$ cat src/rtl/wb_regfile_if.sv
// wb_regfile_if: MEM/WB write-back inputs, decode read ports and forwarding/debug outputs
//   master: pipeline side (drives MEM/WB fields and read addresses, receives read data and wb_*)
//   slave : register file side
interface wb_regfile_if #(parameter int DATA_W = 8);
    logic              writeReg_i;
    logic [3:0]        opcode_i;
    logic [2:0]        regD_i;
    logic [DATA_W-1:0] alu_reg_i;
    logic [DATA_W-1:0] meDat_i;
    logic [DATA_W-1:0] data1_i;
    logic [2:0]        imm_i;
    logic [2:0]        rd_addr1_i;
    logic [2:0]        rd_addr2_i;
    logic [DATA_W-1:0] rd_data1_o;
    logic [DATA_W-1:0] rd_data2_o;
    logic              wb_en_o;
    logic [2:0]        wb_addr_o;
    logic [DATA_W-1:0] wb_data_o;
    logic [15:0]       retired_o;
    modport master (
        output writeReg_i, opcode_i, regD_i, alu_reg_i, meDat_i, data1_i, imm_i, rd_addr1_i, rd_addr2_i,
        input  rd_data1_o, rd_data2_o, wb_en_o, wb_addr_o, wb_data_o, retired_o
    );
    modport slave (
        input  writeReg_i, opcode_i, regD_i, alu_reg_i, meDat_i, data1_i, imm_i, rd_addr1_i, rd_addr2_i,
        output rd_data1_o, rd_data2_o, wb_en_o, wb_addr_o, wb_data_o, retired_o
    );
endinterface

$ cat src/rtl/wb_regfile.sv
// wb_regfile: write-back source select, 8-entry register file with write-first bypass, retire counter
//   clk, rst_n : clock and asynchronous active-low reset
//   bus        : MEM/WB inputs, two combinational read ports, wb_en/addr/data for forwarding, retired_o count
module wb_regfile #(
    parameter int         DATA_W = 8,
    parameter int         NREGS  = 8,
    parameter logic [3:0] LD_OP  = 4'h8,
    parameter logic [3:0] LI_OP  = 4'h9,
    parameter logic [3:0] MOV_OP = 4'hA
) (
    input logic        clk,
    input logic        rst_n,
    wb_regfile_if.slave bus
);
    logic [DATA_W-1:0] regs [NREGS];
    logic [DATA_W-1:0] wb_data;
    logic              wb_en;
    always_comb begin
        wb_data = bus.opcode_i == LD_OP  ? bus.meDat_i :
                  bus.opcode_i == LI_OP  ? {{(DATA_W-3){1'b0}}, bus.imm_i} :
                  bus.opcode_i == MOV_OP ? bus.data1_i : bus.alu_reg_i;
    end
    // Gating with rst_n keeps the bypass off and drops an in-flight write while reset is held
    assign wb_en          = bus.writeReg_i & rst_n;
    assign bus.wb_en_o    = wb_en;
    assign bus.wb_addr_o  = bus.regD_i;
    assign bus.wb_data_o  = wb_data;
    assign bus.rd_data1_o = (wb_en && bus.rd_addr1_i == bus.regD_i) ? wb_data : regs[bus.rd_addr1_i];
    assign bus.rd_data2_o = (wb_en && bus.rd_addr2_i == bus.regD_i) ? wb_data : regs[bus.rd_addr2_i];
    always_ff @(posedge clk or negedge rst_n) begin
        if (!rst_n) begin
            for (int i = 0; i < NREGS; i++) regs[i] <= '0;
            bus.retired_o <= 16'h0000;
        end else if (wb_en) begin
            regs[bus.regD_i] <= wb_data;
            bus.retired_o    <= bus.retired_o + 16'd1;
        end
    end
endmodule

$ cat src/flat_wrapper.sv
// flat-port wrapper written by rule: the top's interface ports become plain ports
module wb_regfile_flat 
#(
    parameter int         DATA_W = 8,
    parameter int         NREGS  = 8,
    parameter logic [3:0] LD_OP  = 4'h8,
    parameter logic [3:0] LI_OP  = 4'h9,
    parameter logic [3:0] MOV_OP = 4'hA
)
  (clk, rst_n, bus_writeReg_i, bus_opcode_i, bus_regD_i, bus_alu_reg_i, bus_meDat_i, bus_data1_i, bus_imm_i, bus_rd_addr1_i, bus_rd_addr2_i, bus_rd_data1_o, bus_rd_data2_o, bus_wb_en_o, bus_wb_addr_o, bus_wb_data_o, bus_retired_o);
  wb_regfile_if #(.DATA_W(DATA_W)) bus_i ();
  input logic clk;
  input logic rst_n;
  input wire logic [$bits(bus_i.writeReg_i)-1:0] bus_writeReg_i;
  input wire logic [$bits(bus_i.opcode_i)-1:0] bus_opcode_i;
  input wire logic [$bits(bus_i.regD_i)-1:0] bus_regD_i;
  input wire logic [$bits(bus_i.alu_reg_i)-1:0] bus_alu_reg_i;
  input wire logic [$bits(bus_i.meDat_i)-1:0] bus_meDat_i;
  input wire logic [$bits(bus_i.data1_i)-1:0] bus_data1_i;
  input wire logic [$bits(bus_i.imm_i)-1:0] bus_imm_i;
  input wire logic [$bits(bus_i.rd_addr1_i)-1:0] bus_rd_addr1_i;
  input wire logic [$bits(bus_i.rd_addr2_i)-1:0] bus_rd_addr2_i;
  output wire logic [$bits(bus_i.rd_data1_o)-1:0] bus_rd_data1_o;
  output wire logic [$bits(bus_i.rd_data2_o)-1:0] bus_rd_data2_o;
  output wire logic [$bits(bus_i.wb_en_o)-1:0] bus_wb_en_o;
  output wire logic [$bits(bus_i.wb_addr_o)-1:0] bus_wb_addr_o;
  output wire logic [$bits(bus_i.wb_data_o)-1:0] bus_wb_data_o;
  output wire logic [$bits(bus_i.retired_o)-1:0] bus_retired_o;
  assign bus_i.writeReg_i = bus_writeReg_i;
  assign bus_i.opcode_i = bus_opcode_i;
  assign bus_i.regD_i = bus_regD_i;
  assign bus_i.alu_reg_i = bus_alu_reg_i;
  assign bus_i.meDat_i = bus_meDat_i;
  assign bus_i.data1_i = bus_data1_i;
  assign bus_i.imm_i = bus_imm_i;
  assign bus_i.rd_addr1_i = bus_rd_addr1_i;
  assign bus_i.rd_addr2_i = bus_rd_addr2_i;
  assign bus_rd_data1_o = bus_i.rd_data1_o;
  assign bus_rd_data2_o = bus_i.rd_data2_o;
  assign bus_wb_en_o = bus_i.wb_en_o;
  assign bus_wb_addr_o = bus_i.wb_addr_o;
  assign bus_wb_data_o = bus_i.wb_data_o;
  assign bus_retired_o = bus_i.retired_o;
  wb_regfile #(.DATA_W(DATA_W), .NREGS(NREGS), .LD_OP(LD_OP), .LI_OP(LI_OP), .MOV_OP(MOV_OP)) u_core (.clk(clk), .rst_n(rst_n), .bus(bus_i));
endmodule
$ cat config.mk
export PLATFORM = sky130hd
export DESIGN_NAME = wb_regfile_flat
export DESIGN_NICKNAME = d
export VERILOG_FILES = /design/src/rtl/wb_regfile_if.sv /design/src/rtl/wb_regfile.sv /design/src/flat_wrapper.sv
export SDC_FILE = /design/constraint.sdc
export NUM_CORES = 1
export LEC_CHECK = 0
export CORE_ASPECT_RATIO = 0.5
export CORE_UTILIZATION = 35
export CTS_CLUSTER_DIAMETER = 50
export DETAILED_ROUTE_END_ITERATION = 10
export DONT_BUFFER_PORTS = 1
export SETUP_SLACK_MARGIN = 0.5
export SLEW_MARGIN = 15
export SYNTH_ARGS = -nofsm -noshare
export SYNTH_HDL_FRONTEND = slang
export SYNTH_SLANG_ARGS = --single-unit
$ cat constraint.sdc
create_clock -name clk -period 1.9 [get_ports clk]
set_clock_uncertainty 0.05 [all_clocks]
set_input_delay 0.38 -clock clk [delete_from_list [all_inputs] [get_ports clk]]
set_output_delay 0.38 -clock clk [all_outputs]
set_load 0.005 [all_outputs]
==> results of run 1 <==
==> registers in the layout (all words and copies together) (netlist names) <==
signal / flops
u_core.regs: 64
u_core.bus.retired_o: 16
==> repair_timing <==
action,4_1_cts,5_1_grt
buffers inserted,9,7
pin swaps,26,14
gates resized for setup,63,25
hold endpoints to repair,80,80
setup endpoints to repair,32,51
gates cloned,0,0
==> placed cells by master (no fill, tap or decap), types with 3 or more instances in the layout <==
master / count
a222oi_1: 5
nand3b_1: 4
xor2_1: 6
nand2b_1: 5
mux4_1: 12
a211oi_2: 16
nand3_1: 4
mux4_2: 20
o21ai_1: 16
mux2i_1: 3
o21ai_0: 19
a21oi_1: 19
xor2_2: 3
inv_2: 9
clkbuf_16: 9
nor2b_1: 3
dfrtp_1: 75
buf_6: 10
a22oi_2: 3
a21oi_2: 37
and3_1: 3
xnor2_2: 3
nand2_1: 34
nor2b_4: 13
nand4_1: 5
nor2_1: 41
dfrtp_2: 5
xnor2_1: 9
buf_4: 29
==> logic make-up after synthesis <==
group | after synthesis
and+or+nand+nor | 133
AOI/OAI and AO/OA | 115
DFF | 80
buffers and inverters | 53
muxes | 36
xor gates and xnor gates | 21
adders and majority gates | 1
==> synthesized netlist by cell type, types with 4 or more instances <==
| cell | number |
|---|---|
| o21ai_0 | 35 |
| inv_1 | 10 |
| nand3b_1 | 4 |
| buf_6 | 6 |
| mux4_2 | 4 |
| nand3_1 | 8 |
| mux4_1 | 28 |
| buf_2 | 20 |
| clkbuf_1 | 6 |
| nand2_1 | 35 |
| a222oi_1 | 5 |
| nand2b_1 | 6 |
| xor2_1 | 9 |
| nor2b_1 | 16 |
| nand4_1 | 5 |
| dfrtp_1 | 80 |
| a211oi_1 | 12 |
| a211oi_2 | 4 |
| a21oi_1 | 56 |
| buf_4 | 5 |
| nor2_1 | 42 |
| xnor2_1 | 12 |
==> report_power, final <==
| group | leakage (uW) | total (uW) | switching, uW | internal, uW |
|---|---|---|---|---|
| sequential | 0.000969 | 2430 | 341 | 2090 |
| combinational | 0.00122 | 1420 | 585 | 838 |
| clock | 0.000149 | 1810 | 670 | 1140 |
| total | 0.00234 | 5660 | 1600 | 4070 |
==> final timing paths <==
kind                                                startpoint                             endpoint  slack (ps)
min reg2reg                         u_core.regs[0]$_DFFE_PN0P_           u_core.regs[0]$_DFFE_PN0P_         440
max                                u_core.regs[34]$_DFFE_PN0P_                    bus_rd_data2_o[2]        -220
max reg2reg                u_core.bus.retired_o[2]$_DFFE_PN0P_  u_core.bus.retired_o[8]$_DFFE_PN0P_         450
min                                                      rst_n          u_core.regs[44]$_DFFE_PN0P_        -310
max in group asynchronous                                rst_n  u_core.bus.retired_o[0]$_DFFE_PN0P_        1970
min in group clk                                bus_writeReg_i  u_core.bus.retired_o[0]$_DFFE_PN0P_         190
==> layer usage <==
| metal | vias to the layer above | wire, um |
|---|---|---|
| met3 | 13 | 822 |
| met5 | - | 0 |
| met4 | 0 | 145 |
| met2 | 98 | 5450 |
| li1 | 1612 | - |
| met1 | 1689 | 5650 |
==> layout make-up <==
type                       instances  share of cell area [%]
inverter                          11                   0.716
clock buffer                      11                    4.04
sequential                        80                    34.8
timing repair buffer              41                    6.43
tap                              170                    3.69
multi-input combinational        306                    49.1
clock inverter                     4                    1.22
==> critical path, delay by kind of cell (launching register included) <==
| family | cells | cell delay, ps |
|---|---|---|
| AO/OA/AOI/OAI | 2 | 190 |
| multiplexers | 1 | 480 |
| AND/OR/NAND/NOR | 1 | 140 |
| buffers and inverters | 1 | 140 |
| flip-flops | 1 | 400 |
==> through the flow <==
stage               hold slack (ps)  total power, uW  utilization, %  setup slack [ps]  area (sq um)
finish                         -313             5660            44.4              -216          5760
global route                   -330             5960            44.4              -268          5760
CTS                            -323             5640            43.3              -206          5620
detailed placement             40.0             3670            39.1              16.5          5070
global placement               39.8             3620            39.1              5.57          5070
floorplan                      34.4             3460               -              36.0          5040
==> flow_metrics.tcl, run 1 <==
set metrics [dict create \
    synth_top_area_share_pct 41.9 \
    antenna_cells 0 \
    num_rows 29 \
    synth-xor-area-share_pct 3.85 \
    clkSinkCount 80 \
    grt_use_met3_pct 4.71 \
    first_pass_iters 6 \
    synth_nets 483 \
    fin_crit_sh_pct 111 \
    synth_seq_cells 80 \
    top_usage_layer "met1" \
    rsz0062_at_grt "yes" \
    grt_util_met1_pct 26.9 \
    nFillCells 1219 \
    drive_gt1_share_pct 40.0 \
    vias 3412 \
    clk_pin_slew_worst_paths_ps 60 \
    syn_inst 439 \
    gr-usage-met2_pct 25.9 \
    areaGrowthSynthToFinish_pct 20.5 \
    finalMaxSlewViolations 0 \
    hold-worst-slack_ps -313 \
    relSlewSlack_pct 73.2 \
    power_leakage_uw 0.00234 \
    port_buffers 0 \
    max_stage_delay_ps 480 \
    synthAdderAreaFrac_pct 0.262 \
    maxCapViolCount 0 \
    totalWireLength_um 12100 \
    hp-class "input port to async pin" \
    cp-end-kind "primary output" \
    synthTopCellsByArea "dfrtp_1 (42%), mux4_1 (15%), a21oi_1 (5.9%)" \
    status "finished with violations" \
    synth-async-reset-ratio_pct 100 \
    drt-initial-drc-count 260 \
    grt_first_pass_wirelength_um 19300 \
    finalNetCount 493 \
    routed_via_density 5.48 \
    slowest_stage "mux4_2" \
    max_freq_mhz 472 \
    crit_path_start_kind "flip-flop" \
    synthMuxAreaShare_pct 18.1 \
    grt_max_degree 83 \
    grt_overflow 0 \
    yosys_warnings 0 \
    boundaryPins 87 \
    routedWlPerCell_um 19.4 \
    syn_avg_cell_area_sq_um 10.9 \
    dp_cells 592 \
    critical_path_arrival_ps 1690 \
    fin_ws_ps -216 \
    cts_tree "done" \
    initial_core_util_pct 36.8 \
    ir_drop_uv 524 \
    grt_pass1_vias 3332 \
    synth_edf_count 0 \
    htreeDepth 3 \
    hold_viol 80 \
    setup_tns_ps -2060 \
    crit_chain "mux4_2, nor2b_4, a211oi_2, buf_4, a21oi_2" \
    hpwlAfterDp_um 8010 \
    seqCellArea_sq_um 2010 \
    worst_pin_slew_ps 402 \
    worstSetupPathType "flip-flop to primary output" \
    die_w_um 167 \
    violations "hold timing, setup timing" \
    core_sq_um 13000 \
    period_needed_ps 2120 \
    synth_cell_types 40 \
    synth_area_leader_cell "dfrtp_1" \
    synthSimpleGateAreaFrac_pct 15.0 \
    clkLatencyLatePin_ps 340 \
    synth_top_family_by_area "multiplexers" \
    final_cells 623 \
    numCtsBuffers 9 \
    grt_util_all_layers_pct 18.1 \
    synth_compound_area_share_pct 14.0 \
    die_area_sq_um 14200 \
    crit_path_max_fanout 3 \
    antenna_found_initial 0 \
    drc 0 \
    netlist_area_sq_um 4780 \
    clockBufferDepth 2 \
    multi_input_area_sq_um 2830 \
    dieHeight_um 84.7 \
    critPathRequiredTime_ps 1470 \
    setup_viol_count_final 16 \
    powerDensity_nw_per_um2 983 \
    r2r_cells 5 \
    ant_nets 0 \
    ys.flop_type "dfrtp_1" \
    seq_area_frac_synth_pct 41.9 \
    cts-root-buf "clkbuf_16" \
    gp_congestion 0.771 \
]
(Power assumes the default switching activity.)
==> inputs of run 2 (changes only) <==
- clock period: 1.9 -> 2 ns (I/O delays scaled with it)
==> flow_metrics.tcl, run 2 (synthesis gave the netlist of run 1 again) <==
set metrics [dict create \
    top_register "u_core.regs" \
    finalNetCount 496 \
    routedWlPerCell_um 18.4 \
    crit_path_max_fanout 3 \
    grt_pass1_vias 3407 \
    gp_congestion 0.753 \
    fin_area_sq_um 5560 \
    violations "hold timing, setup timing" \
    period_needed_ps 2070 \
    power_uw 5350 \
    ir_drop_uv 454 \
    worst_pin_slew_ps 411 \
    ant_nets 0 \
    clkSinkCount 80 \
    core_sq_um 13000 \
    htreeDepth 3 \
    boundaryPins 87 \
    final_common_cell "dfrtp_1" \
    first_pass_iters 5 \
    postPlaceCellArea_sq_um 4950 \
    grt_first_pass_wirelength_um 18800 \
    clockPowerShare_pct 33.0 \
    num_rows 29 \
    finalMaxSlewViolations 0 \
    hp-class "input port to async pin" \
    nFillCells 1269 \
    hpwlAfterDp_um 7930 \
    cts-root-buf "clkbuf_16" \
    place_ws_ps 95.0 \
    largest_register_ffs 64 \
    clockBufferDepth 2 \
    fin_ws_ps -73.4 \
    critPathRequiredTime_ps 1550 \
    grt_overflow 0 \
    worstSetupPathType "flip-flop to primary output" \
    p_int_uw 3890 \
    top_regs "u_core.regs x64, u_core.bus.retired_o x16" \
    power_leakage_uw 0.00232 \
    relSlewSlack_pct 72.6 \
    crit_path_start_kind "flip-flop" \
    grt_max_degree 83 \
    dp_cells 591 \
    dieHeight_um 84.7 \
    final_cells 626 \
    fin_crit_sh_pct 104 \
    cp-end-kind "primary output" \
    hold-worst-slack_ps -287 \
    die_area_sq_um 14200 \
    totalWireLength_um 11500 \
    grt_util_all_layers_pct 17.5 \
    switchingPower_uw 1460 \
    p_seq_share_pct 43.1 \
    drive_gt1_share_pct 32.0 \
    hold_viol 80 \
    drc 0 \
    initial_core_util_pct 36.8 \
    final_cell_mix "dfrtp_1 (78), a21oi_1 (50), nor2_1 (41)" \
    die_w_um 167 \
    combPwrFrac_pct 24.0 \
    vias 3387 \
    maxCapViolCount 0 \
    powerDensity_nw_per_um2 962 \
    drt-initial-drc-count 236 \
    critical_path_arrival_ps 1620 \
    numCtsBuffers 9 \
    status "finished with violations" \
    setup_viol_count_final 16 \
    clk_pin_slew_worst_paths_ps 60 \
    antenna_found_initial 0 \
    clkLatencyLatePin_ps 330 \
    cts_tree "done" \
    port_buffers 0 \
    seqCellArea_sq_um 2000 \
    antenna_cells 0 \
    routed_via_density 5.41 \
    multi_input_area_sq_um 2630 \
    areaGrowthSynthToFinish_pct 16.3 \
    p_sw_share_pct 27.3 \
    rsz0062_at_grt "yes" \
    r2r_setup_slack_ps 570 \
    max_freq_mhz 482 \
]
run 2: cell count changes in the layout (fill, tap and decap cells not counted), moves of 4 or more:
cell / before / now
o21ai_0: 19 / 30
a21oi_1: 19 / 50
nor2b_4: 13 / 9
nor2b_1: 3 / 7
o21ai_1: 16 / 5
buf_4: 29 / 38
a21oi_2: 37 / 6
buf_6: 10 / 4
run 2: per-stage QoR:
step / TNS [ps] / utilization [%] / hold WS [ps]
after floorplan: 0 / - / 54.4
after global placement: 0 / 38.1 / 58.9
after detailed placement: 0 / 38.1 / 58.9
after CTS: -1030 / 41.8 / -301
after global routing: -1790 / 42.8 / -309
final: -622 / 42.8 / -287
run 2: path summary, 6_finish.rpt:
check / startpoint / end / cells after the start
worst max-delay path: u_core.regs[60]$_DFFE_PN0P_ / bus_rd_data2_o[4] / 4
worst min-delay path: rst_n / u_core.regs[31]$_DFFE_PN0P_ / 0
worst max register to register: u_core.bus.retired_o[3]$_DFFE_PN0P_ / u_core.bus.retired_o[15]$_DFFE_PN0P_ / 5
worst min register to register: u_core.regs[3]$_DFFE_PN0P_ / u_core.regs[3]$_DFFE_PN0P_ / 2
max in group asynchronous: rst_n / u_core.bus.retired_o[2]$_DFFE_PN0P_ / 0
min in group clk: bus_writeReg_i / u_core.bus.retired_o[0]$_DFFE_PN0P_ / 2
run 2: repair_timing:
item,CTS,global route
endpoints found under the setup margin,28,33
pin swaps,19,7
resized for setup,40,23
endpoints found under the hold margin,80,80
setup buffers,12,7
gates cloned,1,0
run 2: routing by layer:
| layer | wire length [um] | track usage [%] | part of all wire [%] | up-vias |
|---|---|---|---|---|
| met5 | 0 | 0 | 0 | - |
| met4 | 151 | 5.17 | 1.3 | 0 |
| met3 | 846 | 4.57 | 7.3 | 12 |
| met2 | 5160 | 26.2 | 45 | 96 |
| met1 | 5380 | 25.0 | 47 | 1665 |
| li1 | - | - | - | 1614 |
run 2: area by class of cell:
class,instances,share of cell area (%)
Multi-Input combinational cell,307,47.3
Sequential cell,80,36.0
Timing Repair Buffer,43,6.30
Clock buffer,12,4.61
Tap cell,170,3.83
Clock inverter,3,1.17
Inverter,11,0.743
run 2: power groups by stage:
| stage | Sequential (uW) | Combinational (uW) | Clock (uW) |
|---|---|---|---|
| global placement | 2290 | 1090 | 0 |
| detailed placement | 2310 | 1110 | 0 |
| finish | 2300 | 1280 | 1760 |
| CTS | 2300 | 1220 | 1810 |
| floorplan | 2210 | 1010 | 0 |
| global route | 2360 | 1410 | 1890 |
run 2: critical path: stages (launching register included):
cell      delay (ps)
dfrtp_1          410
mux4_2           470
nor2b_4          140
a211oi_2         200
a21oi_2           60
==> inputs of run 3 (changes only) <==
- GPL_ROUTABILITY_DRIVEN: not set -> 0
- GPL_TIMING_DRIVEN: not set -> 0
==> flow_metrics.tcl, run 3 (synthesis gave the netlist of run 1 again) <==
set metrics [dict create \
    maxCapViolCount 0 \
    p_int_uw 4070 \
    fin_ws_ps -127 \
    cts_tree "done" \
    cts-root-buf "clkbuf_16" \
    vias 3701 \
    areaGrowthSynthToFinish_pct 28.3 \
    routedWlPerCell_um 19.2 \
    critical_path_arrival_ps 1680 \
    numCtsBuffers 9 \
    p_seq_share_pct 40.0 \
    finalMaxSlewViolations 0 \
    antenna_found_initial 0 \
    core_sq_um 13000 \
    num_rows 29 \
    hpwlAfterDp_um 8470 \
    first_pass_iters 4 \
    boundaryPins 87 \
    rsz0062_at_grt "yes" \
    dieHeight_um 84.7 \
    drt-initial-drc-count 305 \
    powerDensity_nw_per_um2 939 \
    clkLatencyLatePin_ps 340 \
    clk_pin_slew_worst_paths_ps 60 \
    htreeDepth 3 \
    r2r_cells 5 \
    grt_util_all_layers_pct 18.6 \
    relSlewSlack_pct 67.2 \
    rr_endpoint "u_core.bus.retired_o[8]$_DFFE_PN0P_" \
    grt_first_pass_wirelength_um 20200 \
    drc 0 \
    clkSinkCount 80 \
    hold-worst-slack_ps -289 \
    r2r_setup_slack_ps 560 \
    grt_pass1_vias 3677 \
    max_freq_mhz 470 \
    combPwrFrac_pct 26.5 \
    die_w_um 167 \
    setup_viol_count_final 16 \
    cp-end-kind "primary output" \
    routed_via_density 5.56 \
    power_leakage_uw 0.00262 \
    largest_register_ffs 64 \
    ant_nets 0 \
    status "finished with violations" \
    totalWireLength_um 12800 \
    critPathRequiredTime_ps 1550 \
    top_register "u_core.regs" \
    fin_crit_sh_pct 106 \
    worst_pin_slew_ps 490 \
    clockPowerShare_pct 33.4 \
    ir_drop_uv 547 \
    final_common_cell "dfrtp_1" \
    antenna_cells 0 \
    top_regs "u_core.regs x64, u_core.bus.retired_o x16" \
    die_area_sq_um 14200 \
    worstSetupPathType "flip-flop to primary output" \
    grt_overflow 0 \
    finalNetCount 535 \
    crit_path_start_kind "flip-flop" \
    initial_core_util_pct 36.8 \
    timing.rr.start "u_core.bus.retired_o[2]$_DFFE_PN0P_" \
    hp-class "input port to async pin" \
    p_sw_share_pct 29.3 \
    final_cell_mix "dfrtp_1 (78), a21oi_1 (45), nor2_1 (42)" \
    grt_max_degree 83 \
    crit_path_max_fanout 3 \
    power_uw 5760 \
    drive_gt1_share_pct 39.9 \
    port_buffers 0 \
    violations "hold timing, setup timing" \
    switchingPower_uw 1690 \
    period_needed_ps 2130 \
    clockBufferDepth 2 \
    hold_viol 80 \
]
run 3: cell count changes in the layout (fill, tap and decap cells not counted), moves of 6 or more:
cell / previous run / this run
buf_2: 0 / 6
buf_6: 4 / 17
buf_8: 0 / 7
clkbuf_2: 0 / 6
o21ai_0: 30 / 23
run 3: critical path: stages (launching register included):
cell      delay (ps)
dfrtp_1          400
mux4_2           510
nor2b_4          150
a211oi_2         220
a21oi_2           70
run 3: how the worst max path moves through the flow:
stage,start,endpoint,depth (start not counted)
final,u_core.regs[32]$_DFFE_PN0P_,bus_rd_data1_o[0],4
after global routing,u_core.regs[57]$_DFFE_PN0P_,bus_rd_data1_o[1],4
after CTS,u_core.regs[36]$_DFFE_PN0P_,bus_rd_data2_o[4],4
after detailed placement,bus_rd_addr2_i[2],bus_rd_data2_o[5],6
after global placement,bus_rd_addr2_i[2],bus_rd_data2_o[5],6
after floorplan,bus_regD_i[1],bus_rd_data1_o[5],6
run 3: repair_timing:
item | 4_1_cts | 5_1_grt
gates resized for setup | 72 | 47
gates cloned | 2 | 1
setup buffers | 27 | 11
endpoints found under the hold margin | 80 | 80
pin swaps | 22 | 17
setup endpoints to repair | 32 | 59
run 3: area by class of cell:
cell class	count	area [sq um]
Buffer	42	452
Clock buffer	9	225
Clock inverter	7	125
Fill cell	1180	6850
Inverter	11	51.3
Multi-Input combinational cell	306	2710
Sequential cell	80	2000
Tap cell	170	213
Timing Repair Buffer	41	359
run 3: routing by layer:
layer | global-route usage [%] | vias to the layer above | part of all wire [%]
met3 | 3.87 | 11 | 5.3
li1 | - | 1693 | -
met4 | 4.09 | 0 | 1.0
met1 | 27.1 | 1861 | 47
met2 | 28.7 | 136 | 46
met5 | 0 | - | 0
run 3: power by group through the flow:
stage,Combinational (uW),Clock (uW),Sequential (uW)
after floorplan,1010,0,2210
after global placement,1200,0,2290
after detailed placement,1220,0,2310
after CTS,1420,1950,2290
after global routing,1660,2020,2360
final,1530,1930,2310
run 3: through the flow:
stage / instance area, sq um / instances / setup WS, ps / util, % / setup TNS [ps]
after global placement: 5140 / 609 / -182 / 39.5 / -1510
after detailed placement: 5140 / 609 / -178 / 39.5 / -1420
after CTS: 5890 / 654 / -108 / 45.3 / -1190
after global routing: 6140 / 666 / -173 / 47.2 / -1930
after floorplan: 4920 / 439 / 96.0 / - / 0
final: 6140 / 666 / -127 / 47.2 / -1270
